--- config.mk ---
export PLATFORM = sky130hd
export DESIGN_NAME = uart_transmitter
export DESIGN_NICKNAME = d
export VERILOG_FILES = /design/src/rtl/uart_pkg.sv /design/src/rtl/uart_tx_fifo.sv /design/src/rtl/uart_transmitter.sv
export SDC_FILE = /design/constraint.sdc
export NUM_CORES = 1
export LEC_CHECK = 0
export ABC_AREA = 0
export ABC_CLOCK_PERIOD_IN_PS = 3800
export CORE_UTILIZATION = 56
export DETAILED_ROUTE_END_ITERATION = 8
export PLACE_DENSITY = 0.75
export SYNTH_ARGS = -nofsm -noshare
export SYNTH_HDL_FRONTEND = slang
export SYNTH_SLANG_ARGS = --single-unit
--- constraint.sdc ---
create_clock -name Clock -period 3.8 [get_ports Clock]
set_input_delay 0.76 -clock Clock [delete_from_list [all_inputs] [get_ports Clock]]
set_output_delay 0.76 -clock Clock [all_outputs]
set_load 0.05 [all_outputs]
--- src/rtl/uart_pkg.sv ---
// Shared UART definitions: frame geometry, transmitter state encoding and the
// CPU-visible address map used by the decoder, receiver and transmitter.
package uart_pkg;

    localparam int unsigned UART_DATA_W     = 8;
    localparam int unsigned UART_FRAME_BITS = 10;

    localparam logic [31:0] UART_CTRL_ADDR    = 32'h8000_0000;
    localparam logic [31:0] UART_RX_DATA_ADDR = 32'h8000_0004;
    localparam logic [31:0] UART_TX_DATA_ADDR = 32'h8000_0008;
    localparam logic [31:0] UART_AUX_ADDR     = 32'h8000_000C;

    typedef enum logic [1:0] {
        StIdle,
        StStart,
        StData,
        StStop
    } tx_state_e;

    function automatic int unsigned clks_per_bit(input int unsigned clock_freq,
                                                 input int unsigned baud_rate);
        return clock_freq / baud_rate;
    endfunction

endpackage

--- src/rtl/uart_tx_fifo.sv ---
// Small synchronous-write FIFO with first-word fall-through read data.
// Pushes when full and pops when empty are ignored.
module uart_tx_fifo #(
    parameter int unsigned Depth = 4,
    parameter int unsigned Width = 8
) (
    input  logic                    clk,
    input  logic                    rst_n,
    input  logic                    push,
    input  logic                    pop,
    input  logic [Width-1:0]        din,
    output logic [Width-1:0]        dout,
    output logic [$clog2(Depth):0]  count,
    output logic                    full,
    output logic                    empty
);

    localparam int unsigned PtrW   = $clog2(Depth);
    localparam int unsigned CountW = PtrW + 1;

    logic [Width-1:0]  mem [Depth];
    logic [PtrW-1:0]   wr_ptr_q;
    logic [PtrW-1:0]   rd_ptr_q;
    logic [CountW-1:0] count_q;
    logic              do_push;
    logic              do_pop;

    assign full    = (count_q == CountW'(Depth));
    assign empty   = (count_q == '0);
    assign do_push = push && !full;
    assign do_pop  = pop && !empty;
    assign dout    = mem[rd_ptr_q];
    assign count   = count_q;

    always_ff @(posedge clk) begin
        if (do_push) begin
            mem[wr_ptr_q] <= din;
        end
    end

    // Depth is a power of two, so the pointers wrap naturally.
    always_ff @(posedge clk or negedge rst_n) begin
        if (!rst_n) begin
            wr_ptr_q <= '0;
            rd_ptr_q <= '0;
            count_q  <= '0;
        end else begin
            if (do_push) begin
                wr_ptr_q <= wr_ptr_q + PtrW'(1);
            end
            if (do_pop) begin
                rd_ptr_q <= rd_ptr_q + PtrW'(1);
            end
            case ({do_push, do_pop})
                2'b10:   count_q <= count_q + CountW'(1);
                2'b01:   count_q <= count_q - CountW'(1);
                default: count_q <= count_q;
            endcase
        end
    end

endmodule

--- src/rtl/uart_transmitter.sv ---
// UART transmit path: buffers bytes from the CPU handshake and serialises each
// as an 8N1 frame, LSB first, with back-to-back frames when data is queued.
module uart_transmitter
    import uart_pkg::*;
#(
    parameter int unsigned ClockFreq = 50_000_000,
    parameter int unsigned BaudRate  = 115_200,
    parameter int unsigned FifoDepth = 4
) (
    input  logic                   Clock,
    input  logic                   Reset_n,
    input  logic [UART_DATA_W-1:0] DataIn,
    input  logic                   DataInValid,
    output logic                   DataInReady,
    output logic                   SOut,
    output logic                   TxBusy
);

    localparam int unsigned ClksPerBit = clks_per_bit(ClockFreq, BaudRate);
    localparam int unsigned ClkCntW    = $clog2(ClksPerBit);
    localparam int unsigned CountW     = $clog2(FifoDepth) + 1;
    localparam int unsigned BitCntW    = $clog2(UART_DATA_W);

    localparam logic [ClkCntW-1:0] ClkCntMax  = ClkCntW'(ClksPerBit - 1);
    localparam logic [BitCntW-1:0] LastBit    = BitCntW'(UART_DATA_W - 1);
    localparam logic [CountW-1:0]  CountFull  = CountW'(FifoDepth);

    tx_state_e              state_q, state_d;
    logic [ClkCntW-1:0]     clk_cnt_q, clk_cnt_d;
    logic [BitCntW-1:0]     bit_cnt_q, bit_cnt_d;
    logic [UART_DATA_W-1:0] shift_q, shift_d;
    logic                   sout_q, sout_d;
    logic                   ready_q;
    logic                   busy_q;

    logic                   push;
    logic                   pop;
    logic                   bit_done;
    logic [UART_DATA_W-1:0] fifo_dout;
    logic [CountW-1:0]      fifo_count;
    logic [CountW-1:0]      count_next;
    logic                   fifo_full;
    logic                   fifo_empty;

    uart_tx_fifo #(
        .Depth (FifoDepth),
        .Width (UART_DATA_W)
    ) u_fifo (
        .clk   (Clock),
        .rst_n (Reset_n),
        .push  (push),
        .pop   (pop),
        .din   (DataIn),
        .dout  (fifo_dout),
        .count (fifo_count),
        .full  (fifo_full),
        .empty (fifo_empty)
    );

    assign push     = DataInValid && ready_q && !fifo_full;
    assign bit_done = (clk_cnt_q == ClkCntMax);

    always_comb begin
        count_next = fifo_count;
        if (push && !pop) begin
            count_next = fifo_count + CountW'(1);
        end else if (!push && pop) begin
            count_next = fifo_count - CountW'(1);
        end
    end

    always_comb begin
        state_d   = state_q;
        clk_cnt_d = clk_cnt_q;
        bit_cnt_d = bit_cnt_q;
        shift_d   = shift_q;
        pop       = 1'b0;
        unique case (state_q)
            StIdle: begin
                if (!fifo_empty) begin
                    pop       = 1'b1;
                    shift_d   = fifo_dout;
                    clk_cnt_d = '0;
                    bit_cnt_d = '0;
                    state_d   = StStart;
                end
            end
            StStart: begin
                if (bit_done) begin
                    clk_cnt_d = '0;
                    state_d   = StData;
                end else begin
                    clk_cnt_d = clk_cnt_q + ClkCntW'(1);
                end
            end
            StData: begin
                if (bit_done) begin
                    clk_cnt_d = '0;
                    shift_d   = {1'b0, shift_q[UART_DATA_W-1:1]};
                    if (bit_cnt_q == LastBit) begin
                        state_d = StStop;
                    end else begin
                        bit_cnt_d = bit_cnt_q + BitCntW'(1);
                    end
                end else begin
                    clk_cnt_d = clk_cnt_q + ClkCntW'(1);
                end
            end
            StStop: begin
                if (bit_done) begin
                    clk_cnt_d = '0;
                    // Chain straight into the next start bit when data is waiting.
                    if (!fifo_empty) begin
                        pop       = 1'b1;
                        shift_d   = fifo_dout;
                        bit_cnt_d = '0;
                        state_d   = StStart;
                    end else begin
                        state_d = StIdle;
                    end
                end else begin
                    clk_cnt_d = clk_cnt_q + ClkCntW'(1);
                end
            end
            default: state_d = StIdle;
        endcase
    end

    // Line level is derived from the next state so SOut comes straight from a flop.
    always_comb begin
        sout_d = 1'b1;
        unique case (state_d)
            StIdle:  sout_d = 1'b1;
            StStart: sout_d = 1'b0;
            StData:  sout_d = shift_d[0];
            StStop:  sout_d = 1'b1;
            default: sout_d = 1'b1;
        endcase
    end

    always_ff @(posedge Clock or negedge Reset_n) begin
        if (!Reset_n) begin
            state_q   <= StIdle;
            clk_cnt_q <= '0;
            bit_cnt_q <= '0;
            shift_q   <= '0;
            sout_q    <= 1'b1;
            ready_q   <= 1'b0;
            busy_q    <= 1'b0;
        end else begin
            state_q   <= state_d;
            clk_cnt_q <= clk_cnt_d;
            bit_cnt_q <= bit_cnt_d;
            shift_q   <= shift_d;
            sout_q    <= sout_d;
            ready_q   <= (count_next != CountFull);
            busy_q    <= (state_d != StIdle) || (count_next != '0);
        end
    end

    assign DataInReady = ready_q;
    assign SOut        = sout_q;
    assign TxBusy      = busy_q;

endmodule

==> summary.md, run 1 <==
| Metric | Value |
|---|---|
| Crit-path leading delay family | `compound AO/OA/AOI/OAI gates` |
| Synthesized net count | `between 200 and 300` |
| Setup TNS | `0 ns` |
| Max Clk Rate | `0.380 GHz` |
| Post-synth EDFFs | `32` |
| CP bufs+invs | `2` |
| Max-cap viol count | `0` |
| Yosys warnings | `0` |
| Core box area | `5270 µm²` |
| Asr flop ratio synth | `0.500` |
| Sequential area share after synthesis | `0.559` |
| Synth cell types | `between 40 and 50` |
| Share of post-route cells with drive strength above 1 | `0.120` |
| Root buf cell | `clkbuf_8` |
| Int Power | `1.77 mW` |
| Die H | `77.1 µm` |
| Initial antenna violation count | `0` |
| # IOs | `14` |
| Setup Fix Bufs, Post-CTS | `0` |
| Vias in the first global route | `1996` |
| Drt total wl | `5270 µm` |
| Initial core utilization | `0.599` |
| Fin crit share | `0.692` |
| Top-area cell type share of the netlist area | `0.305` |
| Avg Inst Size Synth | `12.5 µm²` |
| Startpoint of the worst hold path | `shift_q[5]$_DFFE_PN0P_` |
| Total CTS buffers | `9` |
| Layout filler cell count | `between 300 and 400` |
| Register area | `1760 µm²` |
| Post-DP HPWL | `about 3800 µm` |
| Crit-path max FO | `6` |
| CTS clk-pin slew, worst paths | `0.07 ns` |
| Post-layout minimum cycle time | `2.63 ns` |
| First-pass GRT wire length | `~9500 µm` |
| Pwr Density | `777 nW/µm²` |
| Number of remaining DRC errors | `0` |
| Grt total ovfl | `0` |
| Sink Count | `64` |
| Startpoint types | `flop` |
| WP data arrival | `2.89 ns` |
| Port Buffers | `13` |
| Synth area leader | `edfxtp_1` |
| Deepest clock path buffer count | `2` |
| Fin nets | `302` |
| Crit path capture type | `flop` |
| Die ar. | `5940 µm²` |
| Pwr Total | `2.78 mW` |
| Final setup viols | `0` |
| CTS Hold Bufs | `0` |
| Rows | `26` |
| Ant diodes | `0` |
| NetSw | `1.01 mW` |
| Total GRT Usage | `0.212` |
| VDD IR max | `564 µV` |
| WP data required | `4.06 ns` |
| Slew Limit Headroom | `0.596` |
| Max stage delay on crit path | `0.46 ns` |
| Slew @ Worst Pin | `0.605 ns` |
| Most used flip-flop cell after synthesis | `edfxtp_1` |
| Critical path type | `flop to flop` |
| H-tree depth | `3` |
| Switching Fraction | `0.363` |
| Clock share of power | `0.235` |
| Sequential power share | `0.382` |
| Max-slew violation count | `0` |
| Combinational power share | `0.383` |
| WL/cell | `15.3 µm` |
| Placer Congestion | `0.769` |
| Run status | `finished, final reports clean` |
| Synthesized area | `3160 µm²` |
| Area used by multi-input combinational logic | `1330 µm²` |
| Clock skew | `0.00833 ns` |
| Crit-path cells | `inv_1 > ha_1 > nand4bb_1 > nor2_1 > nor2_1 > o32ai_1 > inv_1 > ha_1 > nand2b_1 > o32ai_1 > o21bai_1` |
| Worst-Skew Late Latency | `0.33 ns` |
| Die width | `slightly below 80 µm` |
| Top post-synthesis cells by area | `edfxtp_1 (30%), dfrtp_1 (25%), ha_1 (8.3%), mux4_2 (5.0%), nand2_1 (3.8%)` |
| Post-synthesis cell count | `around 250` |
| Leak | `1.43 nW` |
| Post-CTS Resized | `0` |
| Worst r2r src | `clk_cnt_q[1]$_DFFE_PN0P_` |
| CTS tree | `yes` |
| Largest net degree at the start of global routing | `33` |
| DR vias | `1949` |
| Drt pass-1 iters | `4` |
| Register bit count reported by yosys | `64` |
| Final Hold Vio Count | `0` |
| Area grow syn2layout | `13.6%` |
| CP startpoint | `clk_cnt_q[1]$_DFFE_PN0P_` |
| HP Class | `flop to flop` |
| Slowest-stage cell, CP | `o32ai_1` |
| 1st-iter DRT viols | `128` |
| RSZ-0062 raised after global routing | `false` |
| Internal reg-to-reg setup slack | `roughly 1.2 ns` |
| Antenna viol nets, final | `0` |
| Vias per inst | `around 5.6` |
| Most frequent cells in the layout | `nand2_1 (32), edfxtp_1 (32), dfrtp_1 (31)` |
-- synth_stat cells, types with 5 or more instances --
master	count
and2_1	5
dfrtp_1	31
nor2_1	13
o21ai_0	13
edfxtp_1	32
xnor2_1	6
mux4_2	7
ha_1	21
a22oi_1	8
inv_1	11
nand2_1	32
-- path summary, 6_finish.rpt --
check	endpoint	depth (start not counted)
min in group asynchronous	shift_q[4]$_DFFE_PN0P_	2
max in group asynchronous	SOut$_DFF_PN1_	2
setup reg to reg	SOut$_DFF_PN1_	11
setup / recovery	SOut$_DFF_PN1_	11
hold / removal	shift_q[4]$_DFFE_PN0P_	2
hold reg to reg	shift_q[4]$_DFFE_PN0P_	2
-- cell families after synthesis --
kind of cell | share of synthesized area
AND/OR/NAND/NOR | 0.131
XOR/XNOR | 0.0222
AO/OA/AOI/OAI | 0.113
flip-flops | 0.559
multiplexers | 0.0706
adder cells (fa/ha/maj) | 0.0833
buffers and inverters | 0.0214
-- worst reg2reg max path, cell delays in order, from the launching register on --
cell       delay, ns
dfrtp_1         0.42
inv_1           0.07
ha_1            0.15
nand4bb_1       0.17
nor2_1          0.35
nor2_1          0.10
o32ai_1         0.46
inv_1           0.11
ha_1            0.22
nand2b_1        0.15
o32ai_1         0.20
o21bai_1        0.15
-- power groups by stage --
stage                     Sequential [mW]  Combinational (mW)  Clock [mW]
after floorplan                      1.05               0.842           0
after global placement               1.07                1.05           0
after detailed placement             1.08                1.08           0
after CTS                            1.07                1.08       0.666
after global routing                 1.09                1.20       0.697
final                                1.06                1.07       0.654
-- layout make-up --
class                   instances  area share
repair buffers                 14      0.0384
multi-input cells             170       0.370
clock buffers                  10      0.0384
flip-flops and latches         64       0.492
clock inverters                 6      0.0258
well taps                      70      0.0244
inverters                      11      0.0115
-- metrics by stage --
stage | util | std cells | worst slack [ns] | cell area (µm²) | hold slack, ns
floorplan | - | 252 | 1.49 | 3160 | 0.439
global placement | 0.637 | 329 | 1.29 | 3350 | 0.445
detailed placement | 0.637 | 329 | 1.18 | 3350 | 0.463
CTS | 0.680 | 345 | 1.17 | 3580 | 0.480
global route | 0.680 | 345 | 0.830 | 3580 | 0.519
finish | 0.680 | 345 | 1.17 | 3580 | 0.478
-- layer usage --
metal  up-vias  GRT usage  part of all wire
li1        964          -                 -
met1       937      0.292              0.46
met2        44      0.326              0.48
met3         4     0.0643             0.051
met4         0     0.0623            0.0097
met5         -          0                 0
-- sequential cells by signal, summed over array words and instances, names as in the netlist --
register / flops
u_fifo.mem: 32
bit_cnt_q: 3
u_fifo.count: 3
TxBusy: 1
u_fifo.rd_ptr_q: 2
u_fifo.wr_ptr_q: 2
state_q: 2
shift_q: 8
SOut: 1
clk_cnt_q: 9
DataInReady: 1
Note: power is estimated with default switching activity, not from simulation.
==> run 2: changes to the inputs <==
- ABC_CLOCK_PERIOD_IN_PS: 3800 -> 2200
- CORE_UTILIZATION: 56 -> 54
- clock period: 3.8 -> 2.2 ns (I/O delays scaled with it)
==> summary.md, run 2 (synthesis gave the netlist of run 1 again) <==
| Metric | Value |
|---|---|
| Die H | `78.4 µm (+1.8%)` |
| Pwr Total | `5.30 mW (+90%)` |
| 1st-iter DRT viols | `111 (-13%)` |
| Fin nets | `339 (+12%)` |
| Sequential power share | `0.330 (-0.052)` |
| CTS tree | `yes` |
| Rows | `27 (+3.8%)` |
| Post-layout minimum cycle time | `2.15 ns (-0.480 ns)` |
| Final setup viols | `0 (unchanged)` |
| Slew Limit Headroom | `0.630 (+0.0342)` |
| Antenna viol nets, final | `0 (unchanged)` |
| WL/cell | `16.1 µm (+5.1%)` |
| DP Area | `3590 µm² (+7.2%)` |
| RSZ-0062 raised after global routing | `true` |
| Crit-path cells | `buf_4 > ha_4 > a22oi_2 > nor2_2 > o32ai_4 > inv_2 > ha_4 > nand2b_4 > o32ai_2 > o21bai_1` |
| Switching Fraction | `0.386 (+0.0228)` |
| Commonest non-fill, non-tap cell in the layout | `buf_4` |
| Final Hold Vio Count | `0 (unchanged)` |
| Slowest-stage cell, CP | `dfrtp_1` |
| DR vias | `2163 (+11%)` |
| Core box area | `5570 µm² (+5.8%)` |
| Most frequent cells in the layout | `buf_4 (35), edfxtp_1 (32), dfrtp_1 (31), nand2_1 (31)` |
| Max Clk Rate | `0.465 GHz (+22%)` |
| CTS Hold Bufs | `0 (unchanged)` |
| Ant diodes | `0 (unchanged)` |
| Total GRT Usage | `0.225 (+0.0136)` |
| First-pass GRT wire length | `10200 µm (+7.3%)` |
| CTS clk-pin slew, worst paths | `0.07 ns (about the same)` |
| Pwr Density | `1340 nW/µm² (+72%)` |
| HP Class | `flop to flop` |
| Startpoint types | `flop` |
| Hold Slack | `0.483 ns (+0.00483 ns)` |
| Die width | `78.4 µm (+1.8%)` |
| Crit-path max FO | `5 (-1)` |
| Area grow syn2layout | `25.5%` |
| WP data arrival | `2.43 ns (-0.46 ns)` |
| Pre-CTS setup slack | `-0.0687 ns (-1.25 ns)` |
| Combinational power share | `0.501 (+0.118)` |
| # IOs | `14 (unchanged)` |
| Final Instance Area | `3960 µm² (+10%)` |
| Vias per inst | `5.63 (-0.29%)` |
| Post-DP HPWL | `4190 µm (+11%)` |
| Max-cap viol count | `0 (unchanged)` |
| Max reg flops | `32 (unchanged)` |
| H-tree depth | `3 (unchanged)` |
| Slew @ Worst Pin | `0.547 ns (-0.0580 ns)` |
| Clock share of power | `0.169 (-0.066)` |
| Initial core utilization | `0.566 (-0.0327)` |
| VDD IR max | `986 µV (+75%)` |
| Clock skew | `0.00596 ns (-0.00237 ns)` |
| CP bufs+invs | `2 (unchanged)` |
| Drt total wl | `6170 µm (+17%)` |
| Critical path type | `flop to flop` |
| Layout filler cell count | `363 (-7.2%)` |
| Int Power | `3.26 mW (+84%)` |
| Max-slew violation count | `0 (unchanged)` |
| Share of post-route cells with drive strength above 1 | `0.295 (+0.175)` |
| Number of remaining DRC errors | `0 (unchanged)` |
| Max stage delay on crit path | `0.40 ns (-0.06 ns)` |
| Leak | `1.61 nW (+13%)` |
| Placer Congestion | `0.848 (+10%)` |
| Setup TNS | `0 ns (unchanged)` |
| Sink Count | `64 (unchanged)` |
| Port Buffers | `13 (unchanged)` |
| Final worst slack | `0.0513 ns (-1.12 ns)` |
| Cells after DPL | `359 (+9.1%)` |
| Run status | `finished, final reports clean` |
| Drt pass-1 iters | `4 (unchanged)` |
| WP data required | `2.48 ns (-1.58 ns)` |
| Initial antenna violation count | `0 (unchanged)` |
| Deepest clock path buffer count | `2 (unchanged)` |
| Root buf cell | `clkbuf_8` |
| Final core occ | `0.710 (+0.0300)` |
| Largest net degree at the start of global routing | `33 (unchanged)` |
| Crit-path leading delay family | `compound AO/OA/AOI/OAI gates` |
| Biggest regs | `u_fifo.mem (32), clk_cnt_q (9), shift_q (8)` |
| CP most frequent cell | `ha_4` |
| Crit path capture type | `flop` |
| Grt total ovfl | `0 (unchanged)` |
| Total CTS buffers | `9 (unchanged)` |
| Non-Filler Instances | `384 (+11%)` |
| Worst-Skew Late Latency | `0.35 ns (+0.02 ns)` |
| Biggest register | `u_fifo.mem` |
| Die ar. | `6150 µm² (+3.6%)` |
| NetSw | `2.04 mW (+100%)` |
| Fin crit share | `0.977 (+0.285)` |
| Vias in the first global route | `2167 (+8.6%)` |
==> run 2: cell types whose count changed in the layout (fill, tap and decap cells not counted), moves of 4 or more <==
cell   before  now
ha_4        0    4
ha_2        0    4
buf_4       1   35
inv_2       0    4
ha_1       21   13
inv_1      11    7
==> run 2: final timing paths <==
path,end,cells after the start,slack (ns),start
hold / removal,shift_q[2]$_DFFE_PN0P_,2,0.48,shift_q[3]$_DFFE_PN0P_
setup / recovery,SOut$_DFF_PN1_,10,0.05,state_q[0]$_DFF_PN0_
setup reg to reg,SOut$_DFF_PN1_,10,0.05,state_q[0]$_DFF_PN0_
hold reg to reg,shift_q[2]$_DFFE_PN0P_,2,0.48,shift_q[3]$_DFFE_PN0P_
max in group asynchronous,SOut$_DFF_PN1_,2,1.37,Reset_n
min in group asynchronous,clk_cnt_q[2]$_DFFE_PN0P_,2,0.49,Reset_n
==> run 2: routing by layer <==
layer	global-route usage	share of wire
met4	0.0833	0.020
met1	0.285	0.46
met5	0	0
met3	0.0663	0.022
met2	0.368	0.49
==> run 2: cell type report <==
cell class | instances | area, µm² | share of cell area
clock buffers | 9 | 124 | 0.0313
clock inverters | 7 | 47.5 | 0.0120
inverters | 11 | 41.3 | 0.0104
multi-input cells | 170 | 1460 | 0.368
flip-flops and latches | 64 | 1760 | 0.445
well taps | 72 | 90.1 | 0.0228
repair buffers | 51 | 435 | 0.110
==> run 2: power by group through the flow <==
stage / Sequential [mW] / Clock, mW / Combinational, mW
6_report: 1.75 / 0.894 / 2.66
5_1_grt: 1.78 / 0.955 / 2.91
4_1_cts: 1.75 / 0.905 / 2.36
3_5_place_dp: 1.78 / 0 / 2.24
3_3_place_gp: 1.76 / 0 / 2.18
2_1_floorplan: 1.81 / 0 / 1.48
==> run 2: worst min-delay path: cells and delay by family (launching register included) <==
family / cells / cell delay, ns
flip-flops: 1 / 0.35
AND/OR/NAND/NOR: 2 / 0.10
==> run 2: timing repair <==
item                                    4_1_cts  5_1_grt
pin swaps                                     3        8
resized for setup                             5       25
endpoints found under the setup margin        1        4
buffers inserted                              3        6
